--- config.mk ---
export PLATFORM = sky130hd
export DESIGN_NAME = button_debouncer
export DESIGN_NICKNAME = d
export VERILOG_FILES = /design/src/rtl/game_pkg.sv /design/src/rtl/debounce_cell.sv /design/src/rtl/button_debouncer.sv
export SDC_FILE = /design/constraint.sdc
export NUM_CORES = 1
export LEC_CHECK = 0
export CAP_MARGIN = 20
export CORE_ASPECT_RATIO = 1.5
export CORE_MARGIN = 2
export CORE_UTILIZATION = 35
export DETAILED_ROUTE_END_ITERATION = 10
export PLACE_DENSITY = 0.51
export SYNTH_ARGS = -nofsm -noshare
export SYNTH_HDL_FRONTEND = slang
export SYNTH_SLANG_ARGS = --single-unit
--- constraint.sdc ---
create_clock -name clock -period 3.5 [get_ports clock]
set_input_delay 0.7 -clock clock [delete_from_list [all_inputs] [get_ports clock]]
set_output_delay 0.7 -clock clock [all_outputs]
set_load 0.005 [all_outputs]
--- src/rtl/game_pkg.sv ---
// Shared constants for the Memory-Game button front end: channel indices,
// debounce lengths for board and bench builds, and the counter-width helper.
package game_pkg;

    localparam int unsigned N_BUTTONS_DEFAULT = 4;

    localparam int unsigned BTN_UP    = 0;
    localparam int unsigned BTN_DOWN  = 1;
    localparam int unsigned BTN_LEFT  = 2;
    localparam int unsigned BTN_RIGHT = 3;

    // 5 ms at 100 MHz for the board; a short window keeps benches fast.
    localparam int unsigned DEBOUNCE_CYCLES_HW  = 500000;
    localparam int unsigned DEBOUNCE_CYCLES_SIM = 4;

    // Width that holds 0 .. cycles-1; never below one bit.
    function automatic int unsigned cnt_width(input int unsigned cycles);
        int unsigned w;
        w = $clog2(cycles);
        return (w < 1) ? 1 : w;
    endfunction

endpackage

--- src/rtl/debounce_cell.sv ---
// One button channel: two-flop synchroniser, stability counter, accepted
// level, and registered press/release strobes.
module debounce_cell
    import game_pkg::*;
#(
    parameter int unsigned DEBOUNCE_CYCLES = DEBOUNCE_CYCLES_HW
) (
    input  logic clock,
    input  logic reset,
    input  logic raw,
    output logic level,
    output logic press,
    output logic release_strobe
);

    localparam int unsigned CNT_W = cnt_width(DEBOUNCE_CYCLES);
    localparam logic [CNT_W-1:0] CNT_MAX = CNT_W'(DEBOUNCE_CYCLES - 1);

    logic             sync1_q, sync1_d;
    logic             sync2_q, sync2_d;
    logic [CNT_W-1:0] cnt_q, cnt_d;
    logic             stable_q, stable_d;
    logic             level_q, level_d;
    logic             press_q, press_d;
    logic             release_q, release_d;

    always_comb begin
        sync1_d  = raw;
        sync2_d  = sync1_q;
        cnt_d    = cnt_q;
        stable_d = stable_q;

        // Any sample agreeing with the accepted level restarts the window,
        // so bounces and short glitches never reach the accept branch.
        if (sync2_q == stable_q) begin
            cnt_d = '0;
        end else if (cnt_q == CNT_MAX) begin
            stable_d = sync2_q;
            cnt_d    = '0;
        end else begin
            cnt_d = cnt_q + CNT_W'(1);
        end

        level_d   = stable_q;
        press_d   = stable_q & ~level_q;
        release_d = ~stable_q & level_q;
    end

    always_ff @(posedge clock or posedge reset) begin
        if (reset) begin
            sync1_q   <= 1'b0;
            sync2_q   <= 1'b0;
            cnt_q     <= '0;
            stable_q  <= 1'b0;
            level_q   <= 1'b0;
            press_q   <= 1'b0;
            release_q <= 1'b0;
        end else begin
            sync1_q   <= sync1_d;
            sync2_q   <= sync2_d;
            cnt_q     <= cnt_d;
            stable_q  <= stable_d;
            level_q   <= level_d;
            press_q   <= press_d;
            release_q <= release_d;
        end
    end

    assign level          = level_q;
    assign press          = press_q;
    assign release_strobe = release_q;

endmodule

--- src/rtl/button_debouncer.sv ---
// Debounces N_BUTTONS raw push-buttons into clean levels plus one-cycle
// press/release strobes; any_press flags a press on any channel.
module button_debouncer
    import game_pkg::*;
#(
    parameter int unsigned N_BUTTONS       = N_BUTTONS_DEFAULT,
    parameter int unsigned DEBOUNCE_CYCLES = DEBOUNCE_CYCLES_HW
) (
    input  logic                 clock,
    input  logic                 reset,
    input  logic [N_BUTTONS-1:0] btn_raw,
    output logic [N_BUTTONS-1:0] btn_level,
    output logic [N_BUTTONS-1:0] btn_press,
    output logic [N_BUTTONS-1:0] btn_release,
    output logic                 any_press
);

    for (genvar i = 0; i < N_BUTTONS; i++) begin : g_cell
        debounce_cell #(
            .DEBOUNCE_CYCLES(DEBOUNCE_CYCLES)
        ) u_cell (
            .clock         (clock),
            .reset         (reset),
            .raw           (btn_raw[i]),
            .level         (btn_level[i]),
            .press         (btn_press[i]),
            .release_strobe(btn_release[i])
        );
    end

    assign any_press = |btn_press;

endmodule
==> results of run 1 <==
[sequential cells by signal, summed over array words and instances (netlist names)]
name,flops
g_cell.u_cell.cnt_q,76
g_cell.u_cell.level,4
g_cell.u_cell.level_d,4
g_cell.u_cell.press,4
g_cell.u_cell.release_strobe,4
g_cell.u_cell.sync1_q,4
g_cell.u_cell.sync2_q,4
[worst paths after layout]
check / from / endpoint / slack, ps / depth (start not counted)
worst max register to register: g_cell[3].u_cell.cnt_q[5] / g_cell[3].u_cell.cnt_q[16] / 1300 / 4
worst min-delay path: g_cell[3].u_cell.sync1_q / g_cell[3].u_cell.sync2_q / 350 / 0
worst max-delay path: g_cell[1].u_cell.press / any_press / 1120 / 2
min in group asynchronous: reset / g_cell[1].u_cell.sync1_q / 770 / 2
max in group asynchronous: reset / g_cell[0].u_cell.cnt_q[18] / 2050 / 3
worst min register to register: g_cell[3].u_cell.sync1_q / g_cell[3].u_cell.sync2_q / 350 / 0
[cell type report]
type                       instances  area, um2  area share, %
clock buffer                      10      229.0          4.415
inverter                          15      58.81          1.134
clock inverter                     6      38.79         0.7479
tap                              159      198.9          3.836
timing repair buffer              22      222.7          4.294
multi-input combinational        315       1936          37.32
sequential                       100       2502          48.25
[routing by layer]
metal  vias to the layer above  part of all wire [%]  track usage, %
li1                       1595                     -               -
met3                        10                   2.6           2.498
met4                         0                   2.1           7.310
met2                        41                    50           22.75
met1                      1566                    45           15.54
met5                         -                     0               0
[cells by family after synthesis]
family / after synthesis
AOI/OAI and AO/OA: 35
adders and majority gates: 4
muxes: 4
buffers and inverters: 36
DFF: 100
and+or+nand+nor: 216
xor gates and xnor gates: 56
[cells in the final DEF, fill, tap and decap left out, types with 4 or more instances in the layout]
cell,instances
sky130_fd_sc_hd__nand3_1,25
sky130_fd_sc_hd__clkbuf_16,9
sky130_fd_sc_hd__nor4_1,12
sky130_fd_sc_hd__or3_1,10
sky130_fd_sc_hd__and4_1,5
sky130_fd_sc_hd__or4_1,12
sky130_fd_sc_hd__o31ai_1,4
sky130_fd_sc_hd__xnor2_1,33
sky130_fd_sc_hd__clkdlybuf4s50_1,18
sky130_fd_sc_hd__nor2_1,68
sky130_fd_sc_hd__o21ai_0,11
sky130_fd_sc_hd__inv_1,14
sky130_fd_sc_hd__xor2_1,23
sky130_fd_sc_hd__ha_1,4
sky130_fd_sc_hd__nor2b_1,8
sky130_fd_sc_hd__mux2_2,4
sky130_fd_sc_hd__nand4_1,20
sky130_fd_sc_hd__dfrtp_1,100
sky130_fd_sc_hd__a21oi_1,16
sky130_fd_sc_hd__nor4b_1,4
sky130_fd_sc_hd__nor3_1,14
sky130_fd_sc_hd__nand2_1,24
[worst reg2reg max path, stage by stage (launching register included)]
cell and delay (ps):
sky130_fd_sc_hd__dfrtp_1 440, sky130_fd_sc_hd__or4_1 550, sky130_fd_sc_hd__or4_4 550, sky130_fd_sc_hd__o21ai_4 430, sky130_fd_sc_hd__nor2_1 110
[metrics by stage]
step	std cells	instance area, um2	hold WS, ps	worst slack [ps]	utilization (%)
3_3_place_gp	611	4918	334.9	1321	37.97
3_5_place_dp	611	4918	336.3	1272	37.97
2_1_floorplan	451	4629	331.2	181.2	-
4_1_cts	627	5186	352.3	1081	40.04
6_report	627	5186	352.1	1117	40.04
5_1_grt	627	5186	363.9	1022	40.04
[where the power goes]
| group | internal (mW) | total [mW] | switching (mW) |
|---|---|---|---|
| registers | 1.17 | 1.19 | 0.0152 |
| clock network | 0.481 | 0.920 | 0.439 |
| logic | 0.0225 | 0.0720 | 0.0495 |
==> flow_results.org, run 1 <==
** Layout
- Signed area change from the synthesized netlist to the final layout :: 12.03%
- Fill cell total of the finished layout :: 1,275
- Ratio of cells with drive above 1 in the final layout :: 6.838%
- Diode insertion count for antenna repair :: 0
- Final-stage net count :: 473

** Status
- Outcome :: finished, final reports clean

** Timing
- Max Clock Skew :: 7.241 ps
- After routing, the total negative slack on setup checks comes to 0 ps.
- Setup-violating endpoint count in the final report :: 0
- The routed design could run at a clock period as short as 2383 ps.
- Final Hold Fails :: 0
- Relative max-transition margin :: 48.31%
- For the pin with the worst max-slew slack, the measured transition is 775.2 ps.
- Dividing the final minimum period by the clock period gives 68.09%.
- Max-slew violation count :: 0
- RSZ-0062 raised after global routing :: no
- Based on the critical path, the design can be clocked at up to 0.4196 GHz.

** CTS
- Hold-fix buffers at CTS :: 0
- CTS Root Buffer Type :: sky130_fd_sc_hd__clkbuf_16
- Clock-pin slew on the worst setup and hold paths :: 70 ps
- Maximum count of clock buffers along a single path :: 2
- TritonCTS built the clock tree.
- Post-cts sizing count :: 0
- For this design, the sink count on the clock tree is 100.
- Max H-tree Level :: 3
- TritonCTS Buffers :: 9
- Worst-Skew Late Latency :: 350 ps
- Buffers added to address setup during post-CTS repair amount to 0.

** Global routing
- The initial antenna violation count was 0.
- The total overflow left after global routing is 0.
- Global-route usage over all layers :: 13.22%
- The via count of the first global-routing pass is 3,199.
- First-pass GRT wire length :: 15,070 um
- Entering global routing, the biggest net connects 47 pins.

** Worst setup path
- Critical path type :: reg2out
- STA classifies the critical path startpoint as a register.
- In this design, the stage delay of the slowest critical-path cell is 510 ps.
- The signal on the critical path passes through or4_1 > clkdlybuf4s50_1.
- For the worst setup path, the data required time is 2800 ps.
- At the worst endpoint, the arrival time is 1680 ps.
- Along the worst path, the maximum fanout reaches 2.
- Worst-path cell with the longest stage delay :: sky130_fd_sc_hd__or4_1
- Among cell families on the critical path, the largest total delay comes from simple AND/OR/NAND/NOR gates.
- Bufs and invs on worst path :: 1
- STA classifies the critical path endpoint as a primary output.

** Detailed routing
- In the final routed layout, each cell accounts on average for 13.69 um.
- The first routing iteration left 127 violations.
- Using the TritonRoute via totals, the vias-per-cell ratio works out to 5.123.
- The detail route stage leaves a number of antenna-violating nets equal to 0.
- In the routed design, unresolved DRC markers number 0.
- The pre-antenna-repair detailed-routing pass consisted of 6 iterations.
- Drt total wl :: 8581 um
- Count of vias placed by the detailed router :: 3,212

** Synthesis
- Multiplexer area fraction after synthesis :: 0.9730%
- Synth warn :: 0
- Adder and majority gate portion of the synthesized area :: 1.081%
- The share of synthesized area in the top cell type comes to 54.05%.
- Yosys mapped a number of flops with a built-in enable equal to 0.
- Fraction of synthesized cell area in xor and xnor cells :: 10.59%
- #FFs+latches synth :: 100
- By area the synthesized netlist is led by sky130_fd_sc_hd__dfrtp_1 54%, sky130_fd_sc_hd__xnor2_1 6.2%, sky130_fd_sc_hd__nor2_1 5.5%.
- Most used flip-flop cell after synthesis :: sky130_fd_sc_hd__dfrtp_1
- A synthesized cell averages 10.26 um2.
- For this run, the register share of the synthesized area comes to 54.05%.
- By instance count, the leading cell after synthesis is sky130_fd_sc_hd__dfrtp_1.
- Main combinational cell family by area after synthesis :: simple AND/OR/NAND/NOR gates
- In this run the cell area of the synthesized design comes to 0.004629 mm2.
- The synthesized design spends more area on one cell type than any other, namely sky130_fd_sc_hd__dfrtp_1.
- Of all flip-flops after synthesis, the portion carrying an async set or reset was 100.0%.
- Synthesis produced a netlist whose cell count is 451.
- Synth Net Count :: 461
- Summing the areas of all and, or, nand and nor instances in the mapped netlist gives 24.84% of the synthesized area.
- Most frequent cells after synthesis :: 100 x sky130_fd_sc_hd__dfrtp_1, 68 x sky130_fd_sc_hd__nor2_1, 33 x sky130_fd_sc_hd__xnor2_1, 25 x sky130_fd_sc_hd__nand3_1, 24 x sky130_fd_sc_hd__nand2_1
- Summing the areas of all compound-gate instances in the mapped netlist gives 4.324% of the synthesized area.
- Number of unique standard cell types used by synthesis :: 39

** Floorplanning
- For this configuration, the core starts out at a cell density of 35.74%.
- Pin placement for this block handled 19 I/O pins.
- Measured along the x axis, the die boundary spans 97.91 um.
- Measured along the y axis, the die boundary spans 144.9 um.
- Number of placement rows :: 51
- Full die area :: 0.01418 mm2
- The floorplan step defined a core boundary enclosing 0.01295 mm2.

** Power and ir drop
- Across the VDD grid, the largest voltage drop is 0.1862 mV.
- Total power for the finished layout comes to 2.178 mW.
- Leak Pwr :: 2.081 nW
- Power density cells :: 420.0 mW/mm2

** Placed design
- Last weighted congestion value of the routability-driven placer :: 0.7657
- Input and output buffers added on the ports amount to 18.
- Summed over all nets, the half-perimeter wirelength after detailed placement is 5742 um.

** Min path
- The worst hold path belongs to the class reg2reg.

** Flow run
- Across the run, the number of max-cap violations was 0.
No activity file was read; power rests on OpenSTA's default activity.
==> run 2, diff against run 1 <==
==> constraint.sdc (replaced) <==
create_clock -name clock -period 1.99 [get_ports clock]
set_input_delay 0.398 -clock clock [delete_from_list [all_inputs] [get_ports clock]]
set_output_delay 0.398 -clock clock [all_outputs]
set_load 0.005 [all_outputs]
==> run 2 against run 1 <==
Global-route usage is 0.81 points higher. Utilization grew 2.0 points. Clock skew increased by 3.4 ps. Die area is the same. Highest routed layer unchanged. Setup slack worse by 1100 ps. Combinational power rose by 100%.
==> flow_results.org, run 2 (synthesized netlist as in run 1, its figures left out) <==
** Global routing
- Vias in the first global route :: 3,487
- Global-route met2 utilization :: 25.34%
- Global-route usage over all layers :: 14.03%
- The initial antenna violation count is 0.
- The first global-routing pass estimated 15,970 um of wire.
- Maximum number of pins on one net before global-route repair :: 37
- Most Used Layer, Global Route :: met2
- Met3 track utilization from global routing :: 3.026%
- The total overflow left after global routing is 0.
- Met1 capacity usage during global routing :: 16.00%

** Placed design
- The count of buffers added on input and output ports is 18.
- Pre-CTS setup slack :: -21.11 ps
- Last weighted congestion value of the routability-driven placer :: 0.7878
- Summed over all nets, the half-perimeter wirelength after detailed placement is 6213 um.
- Instance area after placement :: 0.005155 mm2

** CTS
- Total number of clock tree sinks :: 100
- The clock reaches the later pin of the worst-skew pair after 350 ps.
- Hold-fix buffers at CTS :: 0
- The cell sitting at the root of the clock tree is a sky130_fd_sc_hd__clkbuf_16.
- Counting the buffers created by CTS gives 9.
- No sink is reached through more buffers than the 2 on the longest clock path.
- TritonCTS built the clock tree.
- Clock-pin slew on the worst setup and hold paths :: 70 ps
- Max H-tree Level :: 3

** Worst setup path
- The critical path is of the reg2reg type.
- Bufs and invs on worst path :: 0
- Along the worst path, the maximum fanout reaches 2.
- On the worst path, the slowest cell contributes a delay of 530 ps.
- The signal on the critical path passes through or4_4 > or4_4 > nor2_4 > mux2_4.
- Cell type with the highest occurrence count on the critical path :: sky130_fd_sc_hd__or4_4
- At the worst endpoint, the arrival time is 2200 ps.
- Kind of cell adding the most delay to the critical path :: simple AND/OR/NAND/NOR gates
- Data on the critical path is required at its endpoint by 2220 ps.
- Worst-path cell with the longest stage delay :: sky130_fd_sc_hd__or4_4
- The worst setup path is captured at a register.
- STA classifies the critical path startpoint as a register.

** Layout
- Flip-flop count of the largest register after layout :: 76
- Diode insertion count for antenna repair :: 0
- Leading cell type in the layout, fill and taps excluded :: sky130_fd_sc_hd__dfrtp_1
- Signed area change from the synthesized netlist to the final layout :: 17.68%
- Ratio of cells with drive above 1 in the final layout :: 12.93%
- The filler cells instantiated in the layout total 1,253.
- Most frequent cells in the layout :: 99 x sky130_fd_sc_hd__dfrtp_1, 67 x sky130_fd_sc_hd__nor2_1, 33 x sky130_fd_sc_hd__xnor2_1, 29 x sky130_fd_sc_hd__buf_4, 25 x sky130_fd_sc_hd__nand3_1
- After the last flow step, the layout net total stands at 501.
- Summing all non-filler instances in the final layout gives an area of 0.005448 mm2.
- Ranked by flip-flop count, first place goes to g_cell.u_cell.cnt_q.

** Timing
- The worst pin sits at a relative slew slack of 70.14%.
- Setup violations remaining at the end of the flow were counted as 0.
- Dividing the final minimum period by the clock period gives 98.97%.
- Setup repair after global routing could not meet its margin everywhere.
- At the pin with the least slew margin, the transition time is 446.9 ps.
- Setup slack on the critical path of the routed design comes to 20.51 ps.
- The total count of max-transition violations in the final report was 0.
- Setup TNS after final layout :: 0 ps
- Counting I/O delays and the setup requirement, the final critical path takes 1969 ps.
- Derived from the worst setup path, the maximum achievable clock frequency is 0.5077 GHz.
- The hold violation total from the final report was 0.
- Max Clock Skew :: 10.63 ps
- The tightest hold path in the finished design has a slack of 350.0 ps.

** Floorplanning
- Horiz. Die Dim :: 97.91 um
- The die is 144.9 um tall.
- Core Box Area :: 0.01295 mm2
- Full die area :: 0.01418 mm2
- During I/O placement, the number of pins put on the boundary was 19.
- Number of placement rows :: 51
- Once the floorplan was initialized, standard cells occupied 35.74% of the core.

** Power and ir drop
- Highest ir drop seen on vdd :: 0.2999 mV
- Leak Pwr :: 2.235 nW
- Power spread over the standard cell area amounts to 713.1 mW/mm2.

** Detailed routing
- Initial DRT Pass Iterations :: 4
- In the routed layout, each cell is associated on average with a via count of 5.080.
- Drt total wl :: 8913 um
- In this run the remaining antenna-violating nets after routing total 0.
- Summing over every cut layer, the via total after detailed routing is 3,322.
- Detailed-route wire length per cell :: 13.63 um
- DRC viols :: 0
- DRC violation total after the first TritonRoute iteration :: 135

** Flow run
- The tool flagged a number of max-cap violations equal to 0.

** Min path
- Worst hold path class :: reg2reg

** Status
- Outcome :: finished, final reports clean
## run 2: cell count changes in the layout (fill, tap and decap cells not counted), sizes merged
| cell | change |
|---|---|
| clkinv | -1 |
| dlygate4sd2 | +1 |
| clkdlybuf4s50 | -1 |
| buf | +28 |
## run 2: path summary, 6_finish.rpt
kind | cells after the start | to | slack, ps | startpoint
setup / recovery | 4 | g_cell[3].u_cell.level_d | 20 | g_cell[3].u_cell.cnt_q[10]
hold / removal | 0 | g_cell[2].u_cell.sync2_q | 350 | g_cell[2].u_cell.sync1_q
setup reg to reg | 4 | g_cell[3].u_cell.level_d | 20 | g_cell[3].u_cell.cnt_q[10]
hold reg to reg | 0 | g_cell[2].u_cell.sync2_q | 350 | g_cell[2].u_cell.sync1_q
max in group asynchronous | 3 | g_cell[3].u_cell.cnt_q[8] | 1020 | reset
min in group asynchronous | 2 | g_cell[2].u_cell.cnt_q[14] | 420 | reset
## run 2: layer usage
layer / vias up / part of all wire (%)
met5: - / 0
met4: 0 / 1.6
met3: 8 / 2.7
met2: 40 / 52
met1: 1639 / 44
li1: 1635 / -
## run 2: power by group
group	switching [mW]	internal, mW
clock network	0.777	0.880
registers	0.0248	2.06
logic	0.0916	0.0523
## run 2: repair_timing
item / in CTS / in global routing
endpoints found under the setup margin: 2 / 22
pin swaps: 0 / 0
buffers inserted: 0 / 0
resized for setup: 4 / 3
## run 2: final cells by class
| cell class | count | area, um2 | share of cell area (%) |
|---|---|---|---|
| Clock buffer | 10 | 239.0 | 4.387 |
| Clock inverter | 5 | 35.03 | 0.6431 |
| Inverter | 15 | 60.06 | 1.102 |
| Multi-Input combinational cell | 315 | 1954 | 35.88 |
| Sequential cell | 100 | 2504 | 45.96 |
| Tap cell | 159 | 198.9 | 3.652 |
| Timing Repair Buffer | 50 | 456.7 | 8.383 |
## run 2: stage by stage
step	power [mW]	utilization [%]	std cells
global placement	2.270	39.80	639
floorplan	2.209	-	451
finish	3.885	42.06	654
global route	4.063	42.06	654
CTS	3.954	41.99	654
detailed placement	2.274	39.80	639
